`config.mk`:
```
export PLATFORM = sky130hd
export DESIGN_NAME = gas_detector_sensor
export DESIGN_NICKNAME = d
export VERILOG_FILES = /design/src/rtl/gas_detector_sensor_pkg.sv /design/src/rtl/gas_detector_sensor_pulse_sync_edge.sv /design/src/rtl/gas_detector_sensor.sv
export SDC_FILE = /design/constraint.sdc
export NUM_CORES = 1
export LEC_CHECK = 0
export ABC_AREA = 1
export BUFFER_PORTS_ARGS = -buffer_cell sky130_fd_sc_hd__buf_4
export CORE_MARGIN = 2
export CORE_UTILIZATION = 25
export DETAILED_ROUTE_END_ITERATION = 16
export PLACE_DENSITY = 0.39
export SETUP_SLACK_MARGIN = 0.2
export SLEW_MARGIN = 20
export SYNTH_ARGS = -nofsm -noshare
export SYNTH_HDL_FRONTEND = slang
export SYNTH_SLANG_ARGS = --single-unit
```
`constraint.sdc`:
```
create_clock -name clk -period 1.8 [get_ports clk]
set_input_delay 0.09 -clock clk [delete_from_list [all_inputs] [get_ports clk]]
set_output_delay 0.09 -clock clk [all_outputs]
set_load 0.05 [all_outputs]
```
`src/rtl/gas_detector_sensor_pkg.sv`:
```
// Shared constants and the level update rule for the gas detector.
package gas_detector_sensor_pkg;

  localparam int unsigned DOUT_W               = 3;
  localparam logic [DOUT_W-1:0] DOUT_MAX       = 3'd7;
  localparam int unsigned DECAY_CYCLES_DEFAULT = 8;
  localparam int unsigned SYNC_STAGES_DEFAULT  = 2;

  // Saturating one-step level update; increment wins over decrement.
  function automatic logic [DOUT_W-1:0] level_next(input logic [DOUT_W-1:0] level,
                                                   input logic              inc,
                                                   input logic              dec);
    logic [DOUT_W-1:0] nxt;
    nxt = level;
    if (inc) begin
      if (level != DOUT_MAX) nxt = level + DOUT_W'(1);
    end else if (dec) begin
      if (level != '0) nxt = level - DOUT_W'(1);
    end
    return nxt;
  endfunction

endpackage

```
`src/rtl/gas_detector_sensor_pulse_sync_edge.sv`:
```
// Synchronizes the raw sensor line and flags each 0->1 transition for one cycle.
module pulse_sync_edge
  import gas_detector_sensor_pkg::*;
#(
  parameter int unsigned SYNC_STAGES = SYNC_STAGES_DEFAULT
) (
  input  logic clk,
  input  logic arst,
  input  logic din_async,
  output logic pulse
);

  logic [SYNC_STAGES-1:0] sync_q;
  logic                   prev_q;
  // Tracks which flops hold real samples since reset; the extra top bit covers prev_q.
  logic [SYNC_STAGES:0]   vld_q;

  // Synchronizer chain, previous-value flop and sample-validity tracker.
  always_ff @(posedge clk or negedge arst) begin
    if (!arst) begin
      sync_q <= '0;
      prev_q <= 1'b0;
      vld_q  <= '0;
    end else begin
      sync_q <= {sync_q[SYNC_STAGES-2:0], din_async};
      prev_q <= sync_q[SYNC_STAGES-1];
      vld_q  <= {vld_q[SYNC_STAGES-1:0], 1'b1};
    end
  end

  // A reset-value 0 in prev_q is not an observed low, so no edge is reported until it is real.
  always_comb begin
    pulse = sync_q[SYNC_STAGES-1] & ~prev_q & vld_q[SYNC_STAGES];
  end

endmodule

```
`src/rtl/gas_detector_sensor.sv`:
```
// Gas severity level: rises by one per sensor pulse, decays by one after a quiet period.
module gas_detector_sensor
  import gas_detector_sensor_pkg::*;
#(
  parameter int unsigned DECAY_CYCLES = DECAY_CYCLES_DEFAULT,
  parameter int unsigned SYNC_STAGES  = SYNC_STAGES_DEFAULT
) (
  input  logic              clk,
  input  logic              arst,
  input  logic              din,
  output logic [DOUT_W-1:0] dout
);

  localparam int unsigned IdleW = $clog2(DECAY_CYCLES);
  localparam logic [IdleW-1:0] IdleLast = IdleW'(DECAY_CYCLES - 1);

  logic              pulse;
  logic              decay;
  logic [IdleW-1:0]  idle_q, idle_d;
  logic [DOUT_W-1:0] dout_q, dout_d;

  pulse_sync_edge #(
    .SYNC_STAGES(SYNC_STAGES)
  ) u_sync (
    .clk      (clk),
    .arst     (arst),
    .din_async(din),
    .pulse    (pulse)
  );

  // Idle counter and level next-state; a pulse clears the count and preempts decay.
  always_comb begin
    idle_d = idle_q + IdleW'(1);
    decay  = 1'b0;
    if (pulse) begin
      idle_d = '0;
    end else if (idle_q == IdleLast) begin
      idle_d = '0;
      decay  = 1'b1;
    end
    dout_d = level_next(dout_q, pulse, decay);
  end

  // Level and idle counter registers.
  always_ff @(posedge clk or negedge arst) begin
    if (!arst) begin
      idle_q <= '0;
      dout_q <= '0;
    end else begin
      idle_q <= idle_d;
      dout_q <= dout_d;
    end
  end

  assign dout = dout_q;

endmodule

```
Yosys cells after proc, flatten, opt, wreduce, memory -nomap -nowiden
Cells that the tools add are included.
{ "op_classes": {"addsub": 3, "eq_ne": 3, "muxes": 8, "bitwise": 3, "reduce_logical": 4} }
{ "ops": {"columns": ["cell", "count"], "rows": [
  ["3-bit 2-to-1 mux", 6],
  ["3-bit by 1-bit adder with 3-bit output, second input constant", 2],
  ["2-bit nonzero test", 2],
  ["3-bit == test, second input constant", 1],
  ["3-bit inequality test, second input constant", 1],
  ["3-bit AND reduction", 1],
  ["3-bit nonzero test", 1],
  ["3-bit by 1-bit subtractor with 3-bit output, second input constant", 1],
  ["1-bit bitwise AND", 2],
  ["1-bit 2-to-1 mux", 2],
  ["2-bit by 1-bit inequality test with 1-bit output, second input constant", 1],
  ["1-bit inverter", 1]
]} }
{ "word_totals": {"regBits": 12, "input_bits": 3, "output_inout_bits": 3, "word_cells": 26} }

Logic depth before layout (Yosys ltp)
{ "logic_depth": {"word_depth": 6, "ltp_mapped": 11, "mapped_depth_nobuf": 11} }

By module
From an unflattened synthesis, not the netlist that was laid out.
{ "hier_totals": {"hier_cells": 48, "hier_area_um2": 491.7} }
{ "modules_own_cells": {"columns": ["mod", "instances", "cells_per_inst", "area_each_um2"], "rows": [
  ["gas_detector_sensor", 1, 39, 327.8],
  ["pulse_sync_edge", 1, 9, 163.9]
]} }

Least setup slack after synthesis
OpenSTA, ideal clock, no wires.
{ "synth_timing": {"path_type": "reg2reg", "startpoint": "register dout_q[1], in the netlist dout[1]", "endpoint": "register dout_q[2], in the netlist dout[2]", "setup_ps": 118, "arrival_ps": 1342, "required_ps": 1682, "path_slack_ps": 340, "path_stages_with_launch": 11, "period_less_slack_ps": 1460, "path_cell_list": "dfrtp_1 inv_1 nand2_1 nand2_1 inv_1 ha_1 inv_1 nand2_1 nand3_1 nand3_1 nand2_1"} }
{ "synth_via": {"elab_chain_len": 4} }
{ "synth_lines": {"columns": ["element", "line_no", "source"], "rows": [
  ["from (decl)", "gas_detector_sensor.sv:20", "logic [DOUT_W-1:0] dout_q, dout_d;"],
  ["from (signal assigned)", "gas_detector_sensor.sv:51", "dout_q <= dout_d;"],
  ["3-bit by 1-bit subtractor with 3-bit output", "gas_detector_sensor_pkg.sv:18", "if (level != '0) nxt = level - DOUT_W'(1);"],
  ["3-bit 2-to-1 mux", "gas_detector_sensor_pkg.sv:18", null],
  ["3-bit 2-to-1 mux", "gas_detector_sensor_pkg.sv:17", "end else if (dec) begin"],
  ["3-bit 2-to-1 mux", "gas_detector_sensor_pkg.sv:15", "if (inc) begin"]
]} }
Several ways; a longest one is shown, not always the timed one. The select of a mux whose other input is x is not followed.
A chain may end at the register's enable or synchronous reset.

Worst setup path after layout
{ "layout_timing": {"startpoint": "register u_sync.prev_q", "endpoint": "register dout_q[2], in the netlist dout[2]"} }
{ "layout_via": {"elab_chain_len": 6} }
{ "layout_lines": {"columns": ["element", "line_no", "source"], "rows": [
  ["from (decl)", "gas_detector_sensor_pulse_sync_edge.sv:14", "logic prev_q;"],
  ["from (signal assigned)", "gas_detector_sensor_pulse_sync_edge.sv:26", "prev_q <= sync_q[SYNC_STAGES-1];"],
  ["1-bit inverter (*)", "gas_detector_sensor_pulse_sync_edge.sv:33", "pulse = sync_q[SYNC_STAGES-1] & ~prev_q & vld_q[SYNC_STAGES];"],
  ["1-bit bitwise AND (*) (2 in a row)", "gas_detector_sensor_pulse_sync_edge.sv:33", null],
  ["1-bit 2-to-1 mux", "gas_detector_sensor.sv:35", "if (pulse) begin"],
  ["2-bit nonzero test (no source line)", null, null],
  ["3-bit AND reduction (no source line)", null, null]
]} }
Every way passes the cells marked *; elsewhere a longest branch is shown, timed or not.

==> impl_results.md <==
* Count leader, synth: nand2_1
* Syn Inst Count at between 50 and 60
* Total Nets Final at 73
* Top achievable clock speed at between 0.7 and 0.8 GHz
* CTS root buf: clkbuf_4
* FP Rows at 16
* DR vias/cell at 3.796
* Gr ovfl total at 0
* Crit path from: u_sync.prev_q
* Slew Limit Fails at 0
* Crit end category: flop
* TritonRoute pass-1 iters at 2
* DRC at 0
* Synth Cell Area at 529.3 um2
* Worst-path clk slew at 0.08 ns
* Critical-path cell list: inv_1 -> nand3_1 -> nand2_1 -> nand2_1 -> inv_1 -> ha_1 -> inv_1 -> nand2_1 -> nand3_1 -> nand3_1 -> nand2_1
* Die X at 50.01 um
* Largest net degree at the start of global routing at 13
* Clock skew at 0.001130 ns
* Leading area contributor after synthesis: dfrtp_1
* P per Cell Area at 1637 mW/mm2
* Crit path buffers/inverters at 3
* # diodes at 0
* Seq cells post-synth at 12
* YS warnings at 0
* Layout cells sized above 1 at 22.73%
* Largest cells by area after synthesis: dfrtp_1 57%, nand2_1 9.2%, ha_1 7.1%
* H-Tree Depth at 1
* Number of global-route vias before repair at roughly 340
* Die area at roughly 0.0025 mm2
* Die H at 50.01 um
* Max-cap violations at 0
* Post-synth top cells: 13 x nand2_1, 12 x dfrtp_1, 9 x inv_1
* Tmin final at 1.378 ns
* Final WL at roughly 860 um
* EDFF count, synth at 0
* Tightest Hold Check Type: input port to async pin
* Netlist cell types at 13
* Clock Latency Late Sink at between 0.2 and 0.3 ns
* Initial antenna violation count at 0
* Final GP Congestion at 0.7177
* Layout area overhead at 24.11%
* Via count at 353
* Worst EP arrival at roughly 1.6 ns
* CP top delay family: simple AND/OR/NAND/NOR gates
* Startpoint types: flop
* Status: complete, no violations
* Crit Path Class: flop to flop
* Yosys top cell area share at 56.74%
* Final Hold Vio Count at 0
* Worst path required time at slightly below 2 ns
* Synthesized area per cell at 9.623 um2
* CTS tree: done
* Dominant synthesized flop cell: dfrtp_1
* Gr usage total at 8.657%
* CP max-delay cell: dfrtp_1
* Crit-path max cell delay at 0.41 ns
* Clock Path Buffers at 2
* Worst hold slack at between 0.15 and 0.2 ns
* Post-CTS Setup Bufs at 0
* Mapped Nets at 61
* Final ANT Viol Nets at 0
* CTS Buf Count at 3
* I/O Buffers at 5
* Starting DRT DRC Count at 1
* Reg2Reg Launch Point: u_sync.prev_q
* HPWL after DPL at 664.6 um
* Ys async rst share at 100.0%
* CTS sink cnt at 12
* First-pass GRT wire length at around 1500 um
* CP max FO at 4
* Worst reg-to-reg setup slack at around 0.42 ns
* I/O pin total at 6
* Routed WL per cell at roughly 9.3 um
* Cell repeated most along the worst path: nand2_1
* Post-route setup TNS at 0 ns
* Initial Util at between 20% and 30%
* VDD IR-drop max at about 0.65 mV
* Leak at 0.3378 nW
* Fin crit share at 76.58%
* Core ar. at 0.001982 mm2
* Endpoints failing setup at 0
* RSZ-0062 raised after global routing: false
* Sequential fraction of the synthesis area at 56.74%
-- timing repair --
item | CTS | global route
hold buffers | 2 | 0
hold endpoints to repair | 13 | 0
resized for setup | 0 | 0
-- metrics by stage --
stage / area (um2) / total power [mW] / cells / utilization, % / worst slack [ns]
final: 656.9 / 1.075 / 93 / 33.14 / 0.4216
after global routing: 656.9 / 1.179 / 93 / 33.14 / 0.2557
after CTS: 656.9 / 1.101 / 93 / 33.14 / 0.4134
after detailed placement: 600.6 / 0.8677 / 87 / 30.30 / 0.4273
after global placement: 600.6 / 0.8699 / 87 / 30.30 / 0.4102
after floorplan: 529.3 / 0.7511 / 55 / - / 0.3402
-- flip-flops by register name, summed over array words and instances, names as in the netlist --
| name | flops |
|---|---|
| u_sync.vld_q | 3 |
| idle_q | 3 |
| u_sync.prev_q | 1 |
| u_sync.sync_q | 2 |
| dout | 3 |
-- cell type report --
type / instances / area, um2
Clock buffer: 4 / 36.28
Inverter: 9 / 33.78
Sequential cell: 12 / 300.3
Timing Repair Buffer: 7 / 57.56
Fill cell: 206 / 1325
Multi-Input combinational cell: 34 / 195.2
Tap cell: 27 / 33.78
-- final timing paths --
| path | to | cells past startpoint |
|---|---|---|
| setup / recovery | dout[2] | 11 |
| hold / removal | idle_q[1] | 2 |
| setup reg to reg | dout[2] | 11 |
| hold reg to reg | u_sync.vld_q[1] | 0 |
| max in group asynchronous | dout[1] | 2 |
| min in group clk | u_sync.vld_q[1] | 0 |
-- power breakdown --
group | leakage, nW | switching [mW] | internal, mW | total (mW)
sequential | 0.143 | 0.0613 | 0.345 | 0.406
combinational | 0.174 | 0.292 | 0.161 | 0.453
clock | 0.0210 | 0.0931 | 0.123 | 0.216
-- per-layer routing --
layer  share of wire [%]  global-route usage (%)  vias to the layer above
met1                  50                   10.82                      164
met4                   0                   5.556                        0
met3                 3.1                   3.636                        0
met5                   0                       0                        -
met2                  47                   12.06                        4
li1                    -                       -                      185
-- kinds of logic after synthesis --
logic type,Yosys count,synth area share (%)
simple gates,26,22.46
compound gates,3,3.545
flops,12,56.74
fa+ha+maj,3,7.093
other cells,1,0.7085
xor+xnor,1,3.074
buf+inv,9,6.383
-- cells in the final DEF, fill, tap and decap left out, drive strengths merged --
cell type     n
xor2          1
nand2        16
dlygate4sd3   2
ha            3
nor2          5
inv           9
o21ai         1
buf           5
a21oi         2
nand3         5
dfrtp        12
clkbuf        4
conb          1
(Power assumes the default switching activity.)
